`src/rtl/multicycle_controller.sv`:
```
// ============================================================================
// Module   : multicycle_controller
// Purpose  : Multi-cycle FETCH/DECODE/EXEC/MEM/WB control FSM for a 16-bit
//            datapath; WINSET (opcode 6) is enabled by macro WINDOW_OPS_EN.
// Revision : 1.0 - initial release
// ============================================================================
`default_nettype none

module multicycle_controller #(
    parameter int INSTR_W = 16,
    parameter int CNT_W   = 16
) (
    input  logic               clk,
    input  logic               rst,
    input  logic [INSTR_W-1:0] instruction,
    input  logic               Zero,
    input  logic               MemReady,
    output logic               InstructionLoad,
    output logic               SelectImm,
    output logic               RegisterWriteDataEnable,
    output logic               MemoryReadDataEnable,
    output logic               MemoryWriteDataEnable,
    output logic               LoadPcEnable,
    output logic               SelectBranchPc,
    output logic               SelectJumpPc,
    output logic [1:0]         Window,
    output logic               Halted,
    output logic               Illegal,
    output logic [CNT_W-1:0]   RetiredCount
);

    typedef enum logic [2:0] {
        S_FETCH  = 3'd0,
        S_DECODE = 3'd1,
        S_EXEC   = 3'd2,
        S_MEM    = 3'd3,
        S_WB     = 3'd4,
        S_HALT   = 3'd5
    } state_t;

    localparam logic [3:0] c_OP_ALU    = 4'h0;
    localparam logic [3:0] c_OP_ADDI   = 4'h1;
    localparam logic [3:0] c_OP_LOAD   = 4'h2;
    localparam logic [3:0] c_OP_STORE  = 4'h3;
    localparam logic [3:0] c_OP_JUMP   = 4'h4;
    localparam logic [3:0] c_OP_BZ     = 4'h5;
`ifdef WINDOW_OPS_EN
    localparam logic [3:0] c_OP_WINSET = 4'h6;
`endif
    localparam logic [3:0] c_OP_HALT   = 4'hF;

    state_t           r_state;
    state_t           w_state_nxt;
    logic [3:0]       r_opcode;
    logic             r_illegal;
    logic [CNT_W-1:0] r_count;
    logic             w_set_illegal;
    logic             w_win_load;
    logic             w_imm_op;
    logic             w_unused;

    // Only the opcode and (optionally) the window field are decoded here.
    assign w_unused = ^instruction[INSTR_W-5:0];

    assign w_imm_op = (r_opcode == c_OP_ADDI) || (r_opcode == c_OP_LOAD) ||
                      (r_opcode == c_OP_STORE);

    always_ff @(posedge clk or negedge rst) begin
        if (!rst) begin
            r_state   <= S_FETCH;
            r_opcode  <= 4'h0;
            r_illegal <= 1'b0;
            r_count   <= '0;
        end else begin
            r_state <= w_state_nxt;
            if (InstructionLoad) begin
                r_opcode <= instruction[INSTR_W-1 -: 4];
            end
            if (w_set_illegal) begin
                r_illegal <= 1'b1;
            end
            if (LoadPcEnable) begin
                r_count <= r_count + CNT_W'(1);
            end
        end
    end

    // Outputs are gated by rst so no enable is visible while reset is held.
    always_comb begin
        w_state_nxt             = r_state;
        w_set_illegal           = 1'b0;
        w_win_load              = 1'b0;
        InstructionLoad         = 1'b0;
        SelectImm               = 1'b0;
        RegisterWriteDataEnable = 1'b0;
        MemoryReadDataEnable    = 1'b0;
        MemoryWriteDataEnable   = 1'b0;
        LoadPcEnable            = 1'b0;
        SelectBranchPc          = 1'b0;
        SelectJumpPc            = 1'b0;
        if (rst) begin
            case (r_state)
                S_FETCH: begin
                    InstructionLoad = 1'b1;
                    w_state_nxt     = S_DECODE;
                end
                S_DECODE: begin
                    case (r_opcode)
                        c_OP_ALU, c_OP_ADDI, c_OP_LOAD, c_OP_STORE, c_OP_BZ: begin
                            w_state_nxt = S_EXEC;
                        end
                        c_OP_JUMP: begin
                            LoadPcEnable = 1'b1;
                            SelectJumpPc = 1'b1;
                            w_state_nxt  = S_FETCH;
                        end
`ifdef WINDOW_OPS_EN
                        c_OP_WINSET: begin
                            w_win_load   = 1'b1;
                            LoadPcEnable = 1'b1;
                            w_state_nxt  = S_FETCH;
                        end
`endif
                        c_OP_HALT: begin
                            w_state_nxt = S_HALT;
                        end
                        default: begin
                            w_set_illegal = 1'b1;
                            LoadPcEnable  = 1'b1;
                            w_state_nxt   = S_FETCH;
                        end
                    endcase
                end
                S_EXEC: begin
                    SelectImm = w_imm_op;
                    case (r_opcode)
                        c_OP_ALU, c_OP_ADDI: w_state_nxt = S_WB;
                        c_OP_LOAD, c_OP_STORE: w_state_nxt = S_MEM;
                        c_OP_BZ: begin
                            LoadPcEnable   = 1'b1;
                            SelectBranchPc = Zero;
                            w_state_nxt    = S_FETCH;
                        end
                        default: w_state_nxt = S_FETCH;
                    endcase
                end
                S_MEM: begin
                    // Only LOAD and STORE reach MEM, so "not LOAD" means STORE.
                    MemoryReadDataEnable  = (r_opcode == c_OP_LOAD);
                    MemoryWriteDataEnable = (r_opcode != c_OP_LOAD);
                    if (MemReady) begin
                        if (r_opcode == c_OP_LOAD) begin
                            w_state_nxt = S_WB;
                        end else begin
                            LoadPcEnable = 1'b1;
                            w_state_nxt  = S_FETCH;
                        end
                    end
                end
                S_WB: begin
                    RegisterWriteDataEnable = 1'b1;
                    SelectImm               = w_imm_op;
                    LoadPcEnable            = 1'b1;
                    w_state_nxt             = S_FETCH;
                end
                S_HALT: begin
                    w_state_nxt = S_HALT;
                end
                default: begin
                    w_state_nxt = S_FETCH;
                end
            endcase
        end
    end

`ifdef WINDOW_OPS_EN
    logic [1:0] r_window;

    always_ff @(posedge clk or negedge rst) begin
        if (!rst) begin
            r_window <= 2'b00;
        end else if (w_win_load) begin
            r_window <= instruction[1:0];
        end
    end

    assign Window = r_window;
`else
    logic w_unused_win;
    assign w_unused_win = w_win_load;
    assign Window       = 2'b00;
`endif

    assign Halted       = (r_state == S_HALT);
    assign Illegal      = r_illegal;
    assign RetiredCount = r_count;

endmodule

`default_nettype wire
```
`config.mk`:
```
export PLATFORM = sky130hd
export DESIGN_NAME = multicycle_controller
export DESIGN_NICKNAME = d
export VERILOG_FILES = /design/src/rtl/multicycle_controller.sv
export SDC_FILE = /design/constraint.sdc
export NUM_CORES = 1
export LEC_CHECK = 0
export ABC_AREA = 0
export ABC_CLOCK_PERIOD_IN_PS = 2550
export BUFFER_PORTS_ARGS = -buffer_cell sky130_fd_sc_hd__buf_2
export CORE_ASPECT_RATIO = 1.75
export CORE_MARGIN = 10
export CORE_UTILIZATION = 50
export DETAILED_ROUTE_END_ITERATION = 8
export GPL_ROUTABILITY_DRIVEN = 0
export MAX_ROUTING_LAYER = met4
export PLACE_DENSITY = 0.81
export SLEW_MARGIN = 5
export SYNTH_ARGS = -nofsm -noshare
export SYNTH_HDL_FRONTEND = slang
export SYNTH_SLANG_ARGS = --single-unit
```
`constraint.sdc`:
```
create_clock -name clk -period 2.55 [get_ports clk]
set_input_delay 0.765 -clock clk [delete_from_list [all_inputs] [get_ports clk]]
set_output_delay 0.765 -clock clk [all_outputs]
set_load 0.01 [all_outputs]
```
Word-level counts from Yosys, hierarchy flattened
Cells that the tools add are included.
{"block": "word_totals", "ff_bits": 24, "out_inout_bits": 28, "word_cells": 59}
{"block": "op_classes", "n_addsub": 1, "eq_ne": 13, "mux": 30, "n_reduce_logical": 11}
{"op": "$mux W1", "count": 24}
{"op": "$add A16 B1 Y16 const B", "count": 1}
{"op": "$pmux W3 S5", "count": 1}
{"op": "$pmux W3 S2", "count": 2}
{"op": "$eq A4 B2 Y1 const B", "count": 2}
{"op": "$eq A4 B3 Y1 const B", "count": 2}
{"op": "$reduce_or A7 Y1", "count": 1}
{"op": "$eq A3 B2 Y1 const B", "count": 2}
{"op": "$eq A3 B3 Y1 const B", "count": 2}
{"op": "$mux W3", "count": 2}
{"op": "$reduce_or A2 Y1", "count": 3}
{"op": "$reduce_or A6 Y1", "count": 1}
{"op": "$reduce_or A5 Y1", "count": 1}
{"op": "$eq A4 B1 Y1 const B", "count": 1}
{"op": "$eq A4 B4 Y1 const B", "count": 1}
{"op": "$logic_not A4 Y1", "count": 1}
{"op": "$ne A4 B2 Y1 const B", "count": 1}
{"op": "$pmux W1 S4", "count": 1}
{"op": "$eq A3 B1 Y1 const B", "count": 1}
{"op": "$logic_not A3 Y1", "count": 1}
{"op": "$logic_or A1 B1 Y1", "count": 2}
{"op": "$ne A2 B2 Y1 const B", "count": 1}
{"op": "$reduce_and A2 Y1", "count": 1}

Depth between registers and ports, before layout
{"block": "logic_depth", "word_depth": 5, "depth_mapped": 7, "depth_no_buf": 5}

Worst setup path before layout
No wires, ideal clock.
{"block": "synth_timing", "path_type": "in2out", "start": "input rst", "end": "output SelectJumpPc", "arrival_ps": 1502, "required_time_ps": 1785, "path_slack_ps": 283, "path_stages": 3, "path_buffers": 0, "path_cell_list": "nor2b_1 -> nand2_1 -> nor4_1"}
{"block": "synth_via", "elab_chain_cells": 1}
{"element": "from (decl)", "line": "14", "text": "input logic rst,"}
{"element": "$mux W1", "line": "101", "text": "if (rst) begin"}
{"element": "to (decl)", "line": "25", "text": "output logic SelectJumpPc,"}
Every way passes these cells.

Final worst setup path
{"block": "layout_timing", "start": "register r_opcode[2]", "end": "output LoadPcEnable"}
{"block": "layout_via", "elab_chain_cells": 5, "word_cells_on_any_way": 13}
{"element": "from (decl)", "line": "54", "text": "logic [3:0] r_opcode;"}
{"element": "from (signal assigned)", "line": "77", "text": "r_opcode <= instruction[INSTR_W-1 -: 4];"}
{"element": "$eq A4 B1 Y1 (tied with other cells)", "line": "108", "text": "case (r_opcode)"}
{"element": "$reduce_or A6 Y1 (no line) / $mux W1 (equally long branches)"}
{"element": "$mux W1 (on tied branches)", "line": "108, 151"}
{"element": "$pmux W1 S4 (*)", "line": "102", "text": "case (r_state)"}
{"element": "$mux W1 (*)", "line": "101"}
{"element": "to (decl)", "line": "23", "text": "output logic LoadPcEnable,"}
Mark *: on every way between the ends. The rest lies on a longest branch, timed or not.

==> results.cfg <==
[detailed_routing]
ant_nets = 0
routed_wl_um = 3834
drc = 0
drtIter0Drc = 54
vias = 1298
firstDrtPassIters = 4
viasPerCell = 5.954
wl_per_cell_um = 17.59

[power_and_ir_drop]
total_power_w = 0.001797
powerDensity_nw_per_um2 = 977.4
ir_worst_vdd_uv = 692.7
p_leak_nw = 0.9190

[clock_network]
cts_made_buffers = 3
clock_path_buffers = 2
clk_latency_ps = 270
cts_tree = yes
ctsRootBufferMaster = clkbuf_8
clkTransAtPathRegs_ps = 90
cts.sink_count = 24
htreeDepth = 1

[cells_and_area]
layout_common_cells = buf_2, dfrtp_1, buf_4, xor2_1, nand2_1
layout_commonest_cell = buf_2
area_growth_pct = 27.74
final_nets = 213
utilization_pct = 67.54
drive_above_1_share_pct = 42.93
instances_no_fill = 218
diodes = 0
stdcell_area_um2 = 1838

[sta]
finalSetupViolations = 0
hold_viol_final = 0
max_freq_mhz = 394.5
drv_slew = 0
grt_setup_unrepaired = yes
fin_crit_ps = 2535
tightestPinTransition_ps = 611.5
finalClockSkew_ps = 3.406
fin_crit_sh_pct = 99.42
hold_ws_ps = 400.2
slew_headroom_pct = 58.81

[global_routing]
grt_pass1_vias = 1361
antenna_found_initial = 0
grt_max_degree = 15
track_usage_pct = 13.70
grt_pass1_wl_um = 6003
grt_remaining_overflow = 0

[logic_synthesis]
muxShareOfSynthArea_pct = 3.913
yosys_warnings = 0
ys_seq_elements = 24
synth_xor_area_share_pct = 9.130
syn-cell-area_um2 = 1439
syn_area_per_cell_um2 = 10.13
synth_top_family_by_area = simple AND/OR/NAND/NOR gates
ys_seq_area_share_pct = 41.74
synth_compound_area_share_pct = 9.739
synth_cell_types = 45
synthCells = 142
synth-simple-area-share_pct = 29.30
synthAdderAreaFrac_pct = 0.8696

[placed_design]
placed_area_um2 = 1644
post-place-cells = 202
place_hpwl_um = 2731
port_buffers = 33

[setup_path]
crit_required_ps = 1790
crit_path_max_incr_delay_ps = 570
cp-start-kind = flop
worstReg2RegStart = r_state[0]
worstSetupEndpointType = output port
criticalPathCategory = flop to output port
rr_worst_depth = 6
path_delay_family = simple AND/OR/NAND/NOR gates
slowest_stage = or4b_4
r2r-end = RetiredCount[15]
worst-path-max-fanout = 5
arrival_ps = 1770
rrSetupSlack_ps = 240
cp_cell_sequence = or4b_4 -> nand3_2 -> o221a_4 -> nor2_4 -> buf_6
crit_buf_inv = 1

[floorplanning]
initial_utilization_pct = 52.87
row_count = 25
die_y_um = 90.97
ios = 48
die_x_um = 60.55
core_area_um2 = 2721
dieArea_um2 = 5508

[flow_run]
max_cap_viol_count = 0

[min_path]
hold_path.class = input pin to async pin

[status]
run_status = completed
[power breakdown]
| group | total (W) | internal, W | switching (W) | leakage (nW) |
|---|---|---|---|---|
| Combinational | 0.000898 | 0.000450 | 0.000448 | 0.587 |
| Clock | 0.000260 | 0.000138 | 0.000122 | 0.0288 |
| Sequential | 0.000638 | 0.000468 | 0.000170 | 0.303 |
| Total | 0.00180 | 0.00106 | 0.000741 | 0.919 |
[state kept, by name, summed over array words and instances, names as in the netlist]
| signal | cells |
|---|---|
| RetiredCount | 16 |
| r_opcode | 4 |
| Illegal | 1 |
| r_state | 3 |
[worst register-to-register path: stages, from the launching register on]
cell	delay, ps
dfrtp_1	510
buf_4	220
nor3b_2	270
o21ai_4	150
or3_1	530
nor4_2	370
xor2_1	170
[synthesized netlist by cell type]
cell,count,share of area [%]
dfrtp_1,24,42
xor2_1,14,8.5
nand2_1,13,3.4
nor3_1,9,3.1
nor2_1,6,1.6
a21oi_1,5,1.7
mux2_2,5,3.9
nand3_1,5,1.7
buf_2,4,1.4
nor4_2,4,3.5
and2_1,3,1.3
and3_1,3,1.3
nand2b_1,3,1.3
nor2b_1,3,1.3
nor3b_1,3,1.6
and4_1,2,1.2
buf_4,2,1.0
buf_6,2,1.6
clkbuf_1,2,0.52
inv_1,2,0.52
nand4_1,2,0.87
o211ai_1,2,1.0
o21ai_0,2,0.70
a211oi_1,1,0.52
a2bb2oi_1,1,0.61
a41o_1,1,0.70
a41oi_1,1,0.61
conb_1,1,0.26
ha_1,1,0.87
nand2b_4,1,0.96
nand3b_1,1,0.52
nand4b_1,1,0.61
nor3b_2,1,0.87
nor4_1,1,0.44
nor4_4,1,1.5
nor4b_1,1,0.61
o21ai_2,1,0.61
o21ba_2,1,0.70
o21bai_1,1,0.52
o221a_4,1,1.4
o31a_1,1,0.61
or2b_1,1,0.52
or3_1,1,0.44
or4b_1,1,0.70
xnor2_1,1,0.61
[routing by layer]
metal / wire, um / GRT usage [%]
met2: 1988 / 21.98
met1: 1453 / 14.65
met3: 267 / 2.789
met5: 0 / -
met4: 125 / 8.272
[through the flow]
step                setup WS (ps)  TNS [ps]
CTS                         4.155         0
detailed placement          151.8         0
finish                      14.90         0
global placement            171.5         0
floorplan                   283.1         0
global route               -21.43    -21.43
[repair_timing]
action,CTS,global route
pin swaps,0,4
setup endpoints to repair,1,2
resized for setup,7,5
gates cloned,0,0
hold buffers,0,0
setup buffers,6,6
[worst max path at each step]
stage                                 to  depth (start not counted)         from  slack [ps]
final                       LoadPcEnable                          5  r_opcode[2]          10
after detailed placement    LoadPcEnable                          6     MemReady         150
after global routing        LoadPcEnable                          5  r_opcode[2]         -20
after global placement    SelectBranchPc                          6          rst         170
after floorplan             SelectJumpPc                          3          rst         280
after CTS                   LoadPcEnable                          5  r_opcode[3]           4
[cell families after synthesis]
group,count (synthesis)
other cells,1
flops,24
buf+inv,12
compound gates,18
mux,5
simple gates,66
xor+xnor,15
fa+ha+maj,1
[area by class of cell]
cell class,instances,area (um^2)
flip-flops and latches,24,604.3
clock buffers,4,55.05
multi-input cells,107,808.3
repair buffers,54,329.1
fillers,199,883.3
well taps,27,33.78
inverters,2,7.507
(Power assumes the default switching activity.)
